<file path="config.mk">
export PLATFORM = sky130hd
export DESIGN_NAME = pwm_level_decoder_flat
export DESIGN_NICKNAME = d
export VERILOG_FILES = /design/src/rtl/pwm_level_decoder_if.sv /design/src/rtl/pwm_level_decoder.sv /design/src/flat_wrapper.sv
export SDC_FILE = /design/constraint.sdc
export NUM_CORES = 1
export LEC_CHECK = 0
export ABC_AREA = 1
export BUFFER_PORTS_ARGS = -buffer_cell sky130_fd_sc_hd__buf_4
export CELL_PAD_IN_SITES_DETAIL_PLACEMENT = 1
export CELL_PAD_IN_SITES_GLOBAL_PLACEMENT = 1
export CORE_MARGIN = 1
export CORE_UTILIZATION = 25
export DETAILED_ROUTE_END_ITERATION = 8
export GPL_TIMING_DRIVEN = 0
export PLACE_DENSITY = 0.58
export SETUP_SLACK_MARGIN = 0.5
export SLEW_MARGIN = 10
export SYNTH_ARGS = -nofsm -noshare
export SYNTH_HDL_FRONTEND = slang
export SYNTH_SLANG_ARGS = --single-unit
</file>
<file path="constraint.sdc">
create_clock -name clk_div_i -period 3.5 [get_ports clk_div_i]
set_input_delay 0.175 -clock clk_div_i [delete_from_list [all_inputs] [get_ports clk_div_i]]
set_output_delay 0.175 -clock clk_div_i [all_outputs]
set_load 0.02 [all_outputs]
</file>
<file path="src/rtl/pwm_level_decoder_if.sv">
// PWM line and decoded-level outputs of the PWM level decoder.
// master drives the line and observes results; slave is the decoder side.
interface pwm_level_decoder_if #(
  parameter int unsigned LVL_W = 4
);
  logic             pwm_i;
  logic [LVL_W-1:0] level_o;
  logic             level_valid_o;
  logic             locked_o;
  logic             dir_o;
  logic             turn_o;
  logic             frame_err_o;

  modport master (
    output pwm_i,
    input  level_o, level_valid_o, locked_o, dir_o, turn_o, frame_err_o
  );

  modport slave (
    input  pwm_i,
    output level_o, level_valid_o, locked_o, dir_o, turn_o, frame_err_o
  );
endinterface

</file>
<file path="src/rtl/pwm_level_decoder.sv">
// Aligns to the 16-slot PWM frame on pwm_i, recovers the 4-bit brightness,
// tracks breathing direction and flags reversals and framing faults.
module pwm_level_decoder (
  input  logic                  clk_div_i,
  input  logic                  rst_i,
  pwm_level_decoder_if.slave    bus
);
  localparam int unsigned LVL_W     = 4;
  localparam int unsigned FRAME_LEN = 16;
  localparam int unsigned CNT_W     = LVL_W + 1;
  localparam logic [LVL_W-1:0] POS_LAST = LVL_W'(FRAME_LEN - 1);

  typedef enum logic {HUNT, LOCKED} state_e;

  state_e           state_q, state_d;
  logic             p1_q, p2_q;
  logic [LVL_W-1:0] pos_q, pos_d;
  logic [CNT_W-1:0] hcnt_q, hcnt_d;
  logic [LVL_W-1:0] prev_lvl_q, prev_lvl_d;
  logic             have_prev_q, have_prev_d;
  logic [LVL_W-1:0] level_q, level_d;
  logic             valid_q, valid_d;
  logic             locked_q, locked_d;
  logic             dir_q, dir_d;
  logic             turn_q, turn_d;
  logic             err_q, err_d;

  logic             rise;
  logic [CNT_W-1:0] total;
  logic [LVL_W-1:0] new_lvl;

  assign rise  = p1_q & ~p2_q;
  assign total = hcnt_q + CNT_W'(p1_q);

  always_ff @(posedge clk_div_i or posedge rst_i) begin
    if (rst_i) begin
      p1_q        <= 1'b0;
      p2_q        <= 1'b0;
      state_q     <= HUNT;
      pos_q       <= '0;
      hcnt_q      <= '0;
      prev_lvl_q  <= '0;
      have_prev_q <= 1'b0;
      level_q     <= '0;
      valid_q     <= 1'b0;
      locked_q    <= 1'b0;
      dir_q       <= 1'b0;
      turn_q      <= 1'b0;
      err_q       <= 1'b0;
    end else begin
      p1_q        <= bus.pwm_i;
      p2_q        <= p1_q;
      state_q     <= state_d;
      pos_q       <= pos_d;
      hcnt_q      <= hcnt_d;
      prev_lvl_q  <= prev_lvl_d;
      have_prev_q <= have_prev_d;
      level_q     <= level_d;
      valid_q     <= valid_d;
      locked_q    <= locked_d;
      dir_q       <= dir_d;
      turn_q      <= turn_d;
      err_q       <= err_d;
    end
  end

  // Frame alignment, level decode and direction tracking.
  always_comb begin
    state_d     = state_q;
    pos_d       = pos_q;
    hcnt_d      = hcnt_q;
    prev_lvl_d  = prev_lvl_q;
    have_prev_d = have_prev_q;
    level_d     = level_q;
    dir_d       = dir_q;
    valid_d     = 1'b0;
    turn_d      = 1'b0;
    err_d       = 1'b0;
    new_lvl     = LVL_W'(total - CNT_W'(1));

    unique case (state_q)
      HUNT: begin
        if (rise) begin
          state_d = LOCKED;
          pos_d   = LVL_W'(1);
          hcnt_d  = CNT_W'(1);
        end
      end
      LOCKED: begin
        if (rise && (pos_q != '0)) begin
          // Misplaced edge: drop the partial frame and realign here.
          err_d  = 1'b1;
          pos_d  = LVL_W'(1);
          hcnt_d = CNT_W'(1);
        end else if (pos_q == POS_LAST) begin
          pos_d  = '0;
          hcnt_d = '0;
          if (total == '0) begin
            err_d       = 1'b1;
            state_d     = HUNT;
            have_prev_d = 1'b0;
          end else begin
            level_d     = new_lvl;
            valid_d     = 1'b1;
            prev_lvl_d  = new_lvl;
            have_prev_d = 1'b1;
            if (have_prev_q) begin
              if (new_lvl > prev_lvl_q)      dir_d = 1'b1;
              else if (new_lvl < prev_lvl_q) dir_d = 1'b0;
              turn_d = (dir_d != dir_q);
            end
          end
        end else begin
          pos_d  = pos_q + LVL_W'(1);
          hcnt_d = hcnt_q + CNT_W'(p1_q);
        end
      end
      default: state_d = HUNT;
    endcase

    locked_d = (state_d == LOCKED);
  end

  assign bus.level_o       = level_q;
  assign bus.level_valid_o = valid_q;
  assign bus.locked_o      = locked_q;
  assign bus.dir_o         = dir_q;
  assign bus.turn_o        = turn_q;
  assign bus.frame_err_o   = err_q;
endmodule
</file>
<file path="src/flat_wrapper.sv">
// flat-port wrapper written by rule: the top's interface ports become plain ports
module pwm_level_decoder_flat 
  (clk_div_i, rst_i, bus_pwm_i, bus_level_o, bus_level_valid_o, bus_locked_o, bus_dir_o, bus_turn_o, bus_frame_err_o);
  pwm_level_decoder_if bus_i ();
  input  logic clk_div_i;
  input  logic rst_i;
  input wire logic [$bits(bus_i.pwm_i)-1:0] bus_pwm_i;
  output wire logic [$bits(bus_i.level_o)-1:0] bus_level_o;
  output wire logic [$bits(bus_i.level_valid_o)-1:0] bus_level_valid_o;
  output wire logic [$bits(bus_i.locked_o)-1:0] bus_locked_o;
  output wire logic [$bits(bus_i.dir_o)-1:0] bus_dir_o;
  output wire logic [$bits(bus_i.turn_o)-1:0] bus_turn_o;
  output wire logic [$bits(bus_i.frame_err_o)-1:0] bus_frame_err_o;
  assign bus_i.pwm_i = bus_pwm_i;
  assign bus_level_o = bus_i.level_o;
  assign bus_level_valid_o = bus_i.level_valid_o;
  assign bus_locked_o = bus_i.locked_o;
  assign bus_dir_o = bus_i.dir_o;
  assign bus_turn_o = bus_i.turn_o;
  assign bus_frame_err_o = bus_i.frame_err_o;
  pwm_level_decoder u_core (.clk_div_i(clk_div_i), .rst_i(rst_i), .bus(bus_i));
endmodule
</file>
==> metrics.cfg, run 1 <==
[run_status]
status=finished, final reports clean

[sta]
tightestPinTransition_ns=0.824
finClkSkew_ns=0.00581
slew_violations=0
fin_tns_setup_ns=0
setup_violations=0
max_freq_ghz=0.395
grt_setup_unrepaired=no
slew_headroom_pct=45.0
period_needed_ns=2.53
setup_slack_ns=0.968
hold_viol_final=0
period_share_pct=72.3

[floorplan]
core_area_um2=4380
die_x_um=69.9
io_pins=12
die_area_um2=4880
fp.dieH_um=69.9
rows=24
initial_core_util_pct=26.3

[grt]
grt_pass1_vias=963
grt_pass1_wl_um=4570
grt_max_degree=22
gr-total-overflow=0
track_usage_pct=11.9
antenna_found_initial=0

[drt]
drc_errors=0
avgRoutedWirePerCell_um=12.4
drt_iter0_markers=44
vias=919
ant_nets=0
routed_wirelength_um=2550
first_pass_iters=4
routed_via_density=4.46

[power_and_ir_drop]
leakage_nw=0.708
seqPwrFrac_pct=32.3
finalPower_mw=1.19
powerDensity_nw_per_um2=881
intPower_uw=644
p_sw_uw=542
clock_power_share_pct=13.7
comb_power_share_pct=54.0
switching_share_pct=45.7
ir_worst_vdd_mv=0.258

[placed_design]
hpwl_um=2050
place_congestion=0.789
placedCellCount=202
post-place-ws_ns=0.951
io_buffers=11

[synth]
synth_edf_count=0
yosys_warnings=0
ys_seq_elements=21
synth_top_area_share_pct=45.6
syn-instance-count=139
synthFlopType=dfrtp_1
syn_avg_cell_area_um2=8.29
ys_seq_area_share_pct=45.6
synth_area_leaders=dfrtp_1 (46%), ha_1 (9.8%), inv_1 (9.8%), nand2_1 (9.1%), o21ai_0 (3.9%)
syn_nets=151
yosysTopAreaCell=dfrtp_1
ys_types=18
async_flop_share_pct=100
netlist_area_um2=1150

[worst_setup_path]
crit_path_start=u_core.hcnt_q[0]$_DFFE_PP0P_
reg2reg_setup_slack_ns=0.97
required_ns=3.70
crit_cells=14
slowest_delay_ns=0.39
crit_path_start_kind=flip-flop
reg2reg_from=u_core.hcnt_q[0]$_DFFE_PP0P_
critPathCaptureType=flip-flop
r2r_cells=14
critPathTopFamily=adder cells
cp-endpoint=u_core.bus.turn_o$_DFF_PP0_
worst-path-max-fanout=3
critPathKind=flip-flop to flip-flop
cp_common_cell=ha_1
crit_arrival_ns=2.73
crit_buf_inv=3
crit_chain=ha_1, ha_1, inv_1, ha_1, a21boi_2, nor2_1, inv_1, ha_1, nand2_1, inv_1, nand2_1, a21oi_1, o21ai_0, nor2_1
cp_slowest_cell=dfrtp_1
r2r-end=u_core.bus.turn_o$_DFF_PP0_

[clocking]
post-cts-setup-buffers=0
cts_tree=built
cts_buffers=3
clk_latency_ns=0.26
cts_hold_buf=0
root_buffer=clkbuf_8
cts_buffer_depth=2
cts.sinks=21
cts.clk_slew.worst_paths_ns=0.08
h-tree-depth=1
cts_resized=0

[min_path]
hold_path.class=input port to flip-flop
hold_start=bus_pwm_i

[final_layout]
drive_above_1_share_pct=13.6
utilization_pct=30.7
layout_common_cells=inv_1 (30), nand2_1 (28), dfrtp_1 (21)
fillCellCount=532
diodes=0
multi_input_area_um2=514
fin_nets=167
final_cells=206
area.growth.synth_to_final_pct=16.8
regArea_um2=526
final_common_cell=inv_1

[run]
maxCapViolCount=0

how the worst min path moves through the flow:
stage | end | slack, ns | depth (start not counted)
detailed placement | u_core.p1_q$_DFF_PP0_ | 0.29 | 1
finish | u_core.p1_q$_DFF_PP0_ | 0.02 | 1
global placement | u_core.p1_q$_DFF_PP0_ | 0.28 | 1
CTS | u_core.p1_q$_DFF_PP0_ | 0.006 | 1
floorplan | u_core.bus.dir_o$_DFFE_PP0P_ | 0.15 | 1
global route | u_core.p1_q$_DFF_PP0_ | 0.003 | 1
synth_stat cells (2+ instances only):
cell     count
dfrtp_1     21
a21oi_1      3
nand3_1      6
o22ai_1      4
inv_1       30
nand2_1     28
ha_1         9
nand4_1      6
nand2_2      2
o21ai_1      4
nor2_1      11
o21ai_0      9
state kept, by name (all words and copies together) (netlist names):
signal and count:
u_core.bus.level_o 4, u_core.state_q 1, u_core.hcnt_q 5, u_core.bus.frame_err_o 1, u_core.bus.dir_o 1, u_core.p2_q 1, u_core.have_prev_q 1, u_core.bus.level_valid_o 1
u_core.pos_q 4, u_core.bus.turn_o 1, u_core.p1_q 1
power groups by stage:
stage               Clock (mW)  Sequential, mW  Combinational (mW)
floorplan                    0           0.397               0.455
detailed placement           0           0.388               0.656
global route             0.182           0.396               0.759
global placement             0           0.384               0.623
finish                   0.163           0.383               0.641
CTS                      0.175           0.384               0.661
routing by layer:
metal  track usage, %  part of all wire, %  vias to the layer above
met2             21.4                   49                       12
met3             2.60                  2.9                        2
met5                0                    0                        -
li1                 -                    -                      470
met1             14.5                   48                      435
met4             2.67                 0.47                        0
area by class of cell:
class,count,share of cell area (%)
Inverter,30,8.36
Clock buffer,3,3.07
Clock inverter,1,0.372
Timing Repair Buffer,11,6.13
Multi-Input combinational cell,88,38.2
Tap cell,52,4.83
Sequential cell,21,39.0
through the flow:
step           hold WS, ns  area [um2]
2_1_floorplan        0.152        1150
3_3_place_gp         0.284        1300
3_5_place_dp         0.287        1300
4_1_cts            0.00639        1350
5_1_grt            0.00301        1350
6_report            0.0166        1350
kinds of logic (layout without fill, tap and decap cells):
logic type / after synthesis / after routing / synth area share, %
adder cells (fa/ha/maj): 9 / 9 / 9.77
AO/OA/AOI/OAI: 21 / 21 / 10.1
flip-flops: 21 / 21 / 45.6
AND/OR/NAND/NOR: 56 / 56 / 23.2
XOR/XNOR: 2 / 2 / 1.52
buffers and inverters: 30 / 45 / 9.77
No activity file was read; power rests on OpenSTA's default activity.
==> run 2: changes to the inputs <==
--- a/config.mk
+++ b/config.mk
@@ -13,7 +13,7 @@
 export CORE_UTILIZATION = 25
 export DETAILED_ROUTE_END_ITERATION = 8
 export GPL_TIMING_DRIVEN = 0
-export PLACE_DENSITY = 0.58
+export PLACE_DENSITY = 0.6
 export SETUP_SLACK_MARGIN = 0.5
 export SLEW_MARGIN = 10
 export SYNTH_ARGS = -nofsm -noshare
==> constraint.sdc (replaced) <==
create_clock -name clk_div_i -period 2.13 [get_ports clk_div_i]
set_input_delay 0.1065 -clock clk_div_i [delete_from_list [all_inputs] [get_ports clk_div_i]]
set_output_delay 0.1065 -clock clk_div_i [all_outputs]
set_load 0.02 [all_outputs]
==> metrics.cfg, run 2 (synthesized netlist as in run 1, its figures left out) <==
[power_and_ir_drop]
powerDensity_nw_per_um2=1610
p_sw_mw=1.09
leakage_nw=0.749
switching_share_pct=44.4
finalPower_mw=2.46
comb_power_share_pct=63.3
seqPwrFrac_pct=26.0
intPower_mw=1.37
clock_power_share_pct=10.7
ir_worst_vdd_mv=0.546

[final_layout]
largest_register_ffs=5
area.growth.synth_to_final_pct=32.4
layout_common_cells=inv_1 (26), nand2_1 (22), dfrtp_1 (21)
drive_above_1_share_pct=30.2
diodes=0
fillCellCount=517
final_common_cell=inv_1
fin_nets=175
regMostFlops=u_core.hcnt_q
regArea_um2=526
multi_input_area_um2=628

[grt]
grt_pass1_vias=1055
antenna_found_initial=0
grt_pass1_wl_um=4820
grt_max_degree=22
track_usage_pct=12.2
gr-total-overflow=0

[worst_setup_path]
crit_path_start_kind=flip-flop
required_ns=2.28
cp_common_cell=ha_4
slowest_delay_ns=0.39
critPathCaptureType=flip-flop
critPathKind=flip-flop to flip-flop
crit_arrival_ns=2.34
reg2reg_from=u_core.hcnt_q[0]$_DFFE_PP0P_
worst-path-max-fanout=3
crit_path_start=u_core.hcnt_q[0]$_DFFE_PP0P_
crit_chain=ha_2, ha_4, inv_4, ha_4, a21boi_4, nor2_4, inv_2, ha_4, nand3_1, nor2_1, a21oi_2, o21ai_1, nor2_1
cp_slowest_cell=dfrtp_1

[floorplan]
core_area_um2=4380
die_x_um=69.9
io_pins=12
rows=24
initial_core_util_pct=26.3
fp.dieH_um=69.9
die_area_um2=4880

[drt]
avgRoutedWirePerCell_um=12.6
ant_nets=0
first_pass_iters=4
routed_via_density=4.58
drc_errors=0
drt_iter0_markers=35
routed_wirelength_um=2700
vias=981

[clocking]
cts_tree=built
cts.clk_slew.worst_paths_ns=0.08
cts_buffer_depth=2
root_buffer=clkbuf_8
cts.sinks=21
h-tree-depth=1
clk_latency_ns=0.26
cts_buffers=3

[sta]
fin_tns_setup_ns=-0.0668
setup_slack_ns=-0.0523
max_freq_ghz=0.458
period_needed_ns=2.18
tightestPinTransition_ns=0.793
grt_setup_unrepaired=yes
slew_headroom_pct=47.1
finClkSkew_ns=0.00303
fin_hold_ws_ns=-0.00260
period_share_pct=102
hold_viol_final=17
slew_violations=0
setup_violations=2

[placed_design]
hpwl_um=2010
place_congestion=0.778
io_buffers=11

[min_path]
hold_path.class=input port to asynchronous set/reset pin

[run_status]
status=finished, violations left
violations=negative hold slack, negative setup slack

[run]
maxCapViolCount=0

## run 2: cell count changes in the layout (fill, tap and decap cells not counted), moves of 3 or more
cell	before	now
ha_1	9	4
inv_2	0	3
nor2_1	11	8
ha_4	0	4
nand2_2	2	8
inv_1	30	26
a21oi_1	3	0
buf_4	11	18
nand2_1	28	22
## run 2: final timing paths
check / to / cells past startpoint / slack (ns)
min: u_core.bus.dir_o$_DFFE_PP0P_ / 2 / -0.003
min reg2reg: u_core.p2_q$_DFF_PP0_ / 1 / 0.51
min in group clk_div_i: u_core.p1_q$_DFF_PP0_ / 2 / 0.50
max in group asynchronous: u_core.hcnt_q[1]$_DFFE_PP0P_ / 2 / 1.64
max: u_core.bus.turn_o$_DFF_PP0_ / 13 / -0.05
max reg2reg: u_core.bus.turn_o$_DFF_PP0_ / 13 / -0.05
## run 2: area by class of cell
cell class              count  share of cell area [%]
multi-input cells          88                    41.2
flip-flops and latches     21                    34.5
repair buffers             19                    9.52
inverters                  30                    7.55
well taps                  52                    4.27
clock buffers               3                    2.71
clock inverters             1                   0.328
## run 2: what timing repair did
action	in CTS	in global routing
setup buffers	4	3
resized for setup	8	13
endpoints found under the setup margin	10	17
pin swaps	9	8
hold buffers	1	0
endpoints found under the hold margin	1	0
## run 2: power groups by stage
stage                     combinational [mW]  clock [mW]  sequential (mW)
after floorplan                        0.853           0            0.658
after global placement                  1.12           0            0.638
after detailed placement                1.17           0            0.648
after CTS                               1.34       0.271            0.641
after global routing                    1.76       0.294            0.656
final                                   1.56       0.263            0.639
## run 2: layer usage
layer  vias up  track usage (%)  wire length (um)  part of all wire [%]
li1        488                -                 -                     -
met1       485             15.5              1240                    46
met2         6             21.3              1400                    52
met3         2             1.73                22                  0.82
met4         0             4.00                34                   1.3
met5         -                0                 0                     0
## run 2: critical path: cells and delay by family, from the launching register on
kind / cells / cell delay, ns
adders and majority gates: 4 / 0.90
DFF: 1 / 0.39
and+or+nand+nor: 4 / 0.36
AOI/OAI and AO/OA: 3 / 0.33
buffers and inverters: 2 / 0.09
## run 2: metrics by stage
stage / instance area [um2] / setup WS, ns / instances / hold WS (ns) / utilization [%]
2_1_floorplan: 1190 / 0.000816 / 139 / 0.0830 / -
3_3_place_gp: 1340 / -0.221 / 202 / 0.216 / 30.5
3_5_place_dp: 1340 / -0.231 / 202 / 0.219 / 30.5
4_1_cts: 1460 / -0.0986 / 211 / 0.0422 / 33.3
5_1_grt: 1530 / -0.238 / 214 / 0.0857 / 34.8
6_report: 1530 / -0.0523 / 214 / -0.00260 / 34.8
==> run 3: changes to the inputs <==
--- a/config.mk
+++ b/config.mk
@@ -11,6 +11,7 @@
 export CELL_PAD_IN_SITES_GLOBAL_PLACEMENT = 1
 export CORE_MARGIN = 1
 export CORE_UTILIZATION = 25
+export CTS_BUF_LIST = sky130_fd_sc_hd__clkbuf_2
 export DETAILED_ROUTE_END_ITERATION = 8
 export GPL_TIMING_DRIVEN = 0
 export PLACE_DENSITY = 0.6
==> metrics.cfg, run 3 (synthesized netlist as in run 1, its figures left out) <==
[drt]
avgRoutedWirePerCell_um=12.4
routed_via_density=4.53
drt_iter0_markers=33
drc_errors=0
vias=983
routed_wirelength_um=2680
first_pass_iters=4
ant_nets=0

[power_and_ir_drop]
ir_worst_vdd_mv=0.550
comb_power_share_pct=66.5
switching_share_pct=45.8
leakage_nw=0.753
powerDensity_nw_per_um2=1570
seqPwrFrac_pct=26.4
p_sw_mw=1.10
intPower_mw=1.29
clock_power_share_pct=7.0

[placed_design]
hpwl_um=2010
io_buffers=11
placedCellCount=202
place_congestion=0.778

[worst_setup_path]
worst-path-max-fanout=3
r2r-end=u_core.bus.turn_o$_DFF_PP0_
cp_slowest_cell=dfrtp_1
critPathCaptureType=flip-flop
reg2reg_from=u_core.p1_q$_DFF_PP0_
r2r_cells=14
reg2reg_setup_slack_ns=-0.08
crit_path_start_kind=flip-flop
critPathTopFamily=adder cells
crit_buf_inv=3
crit_arrival_ns=2.48
slowest_delay_ns=0.44
required_ns=2.40
critPathKind=flip-flop to flip-flop
cp_common_cell=ha_4
crit_chain=ha_2, ha_4, inv_4, ha_4, a21boi_4, nor2_4, inv_2, ha_4, nand2_2, inv_2, nand2_2, a21oi_2, o21ai_1, nor2_1

[clocking]
h-tree-depth=1
cts.sinks=21
root_buffer=clkbuf_2
cts.clk_slew.worst_paths_ns=0.20
cts_buffers=3
cts_tree=built
clk_latency_ns=0.32
cts_buffer_depth=2

[final_layout]
fin_nets=178
regMostFlops=u_core.hcnt_q
drive_above_1_share_pct=31.5
diodes=0
layout_common_cells=inv_1 (25), nand2_1 (22), dfrtp_1 (21)
area.growth.synth_to_final_pct=32.2
final_common_cell=inv_1
final_cells=217
largest_register_ffs=5

[grt]
grt_pass1_wl_um=4830
track_usage_pct=12.3
grt_pass1_vias=1068
gr-total-overflow=0
antenna_found_initial=0
grt_max_degree=22

[sta]
setup_slack_ns=-0.0788
hold_viol_final=0
period_share_pct=104
finClkSkew_ns=0.0103
fin_tns_setup_ns=-0.145
slew_headroom_pct=47.1
setup_violations=2
period_needed_ns=2.21
fin_hold_ws_ns=0.423
max_freq_ghz=0.453
grt_setup_unrepaired=yes
tightestPinTransition_ns=0.793
slew_violations=0

[floorplan]
initial_core_util_pct=26.3
io_pins=12
fp.dieH_um=69.9
die_x_um=69.9
core_area_um2=4380
rows=24
die_area_um2=4880

[run]
maxCapViolCount=0

[min_path]
hold_path.class=input port to flip-flop
hold_end=u_core.p1_q$_DFF_PP0_
hold_start=bus_pwm_i
worstHoldPathCells=2

[run_status]
violations=negative setup slack
status=finished, violations left

[run 3: layout make-up]
type | count | area [um2]
Inverter | 30 | 115
Multi-Input combinational cell | 88 | 628
Tap cell | 52 | 65.1
Timing Repair Buffer | 22 | 170
Fill cell | 522 | 2860
Clock buffer | 3 | 15.0
Sequential cell | 21 | 526
Clock inverter | 1 | 5.00
[run 3: stage by stage]
stage / cell area (um2) / worst slack (ns) / util, % / total power [mW]
floorplan: 1190 / 0.000816 / - / 1.51
global placement: 1340 / -0.221 / 30.5 / 1.76
global route: 1520 / -0.220 / 34.8 / 2.64
CTS: 1450 / -0.120 / 33.0 / 2.15
detailed placement: 1340 / -0.231 / 30.5 / 1.81
finish: 1520 / -0.0788 / 34.8 / 2.39
[run 3: power groups by stage]
stage | Clock, mW | Combinational (mW) | Sequential, mW
after floorplan | 0 | 0.853 | 0.658
after global placement | 0 | 1.12 | 0.638
after detailed placement | 0 | 1.17 | 0.648
after CTS | 0.178 | 1.34 | 0.639
after global routing | 0.197 | 1.79 | 0.649
final | 0.168 | 1.59 | 0.632
[run 3: worst max path at each step]
stage / startpoint / end / slack (ns) / depth (start not counted)
3_5_place_dp: u_core.p1_q$_DFF_PP0_ / u_core.bus.turn_o$_DFF_PP0_ / -0.23 / 14
2_1_floorplan: u_core.p1_q$_DFF_PP0_ / u_core.bus.turn_o$_DFF_PP0_ / 0.0008 / 14
6_report: u_core.p1_q$_DFF_PP0_ / u_core.bus.turn_o$_DFF_PP0_ / -0.08 / 14
3_3_place_gp: u_core.p1_q$_DFF_PP0_ / u_core.bus.turn_o$_DFF_PP0_ / -0.22 / 14
4_1_cts: u_core.hcnt_q[0]$_DFFE_PP0P_ / u_core.bus.turn_o$_DFF_PP0_ / -0.12 / 14
5_1_grt: u_core.p1_q$_DFF_PP0_ / u_core.bus.turn_o$_DFF_PP0_ / -0.22 / 14
[run 3: metal layers]
metal / vias to the layer above / track usage (%) / routed length, um
li1: 493 / - / -
met1: 478 / 15.4 / 1230
met2: 8 / 21.3 / 1380
met3: 4 / 1.30 / 28
met4: 0 / 5.33 / 45
met5: - / 0 / 0
[run 3: repair_timing]
item | 4_1_cts | 5_1_grt
endpoints found under the hold margin | 22 | 0
gates resized for setup | 8 | 15
pin swaps | 8 | 12
setup buffers | 4 | 5
cloned | 0 | 0
hold buffers | 2 | 0
endpoints found under the setup margin | 10 | 17
[run 3: worst register-to-register path, stage by stage (launching register included)]
cell and delay [ns]:
dfrtp_1 0.44, ha_2 0.21, ha_4 0.28, inv_4 0.04
ha_4 0.15, a21boi_4 0.14, nor2_4 0.12, inv_2 0.05
ha_4 0.26, nand2_2 0.04, inv_2 0.05, nand2_2 0.05
a21oi_2 0.15, o21ai_1 0.09, nor2_1 0.09
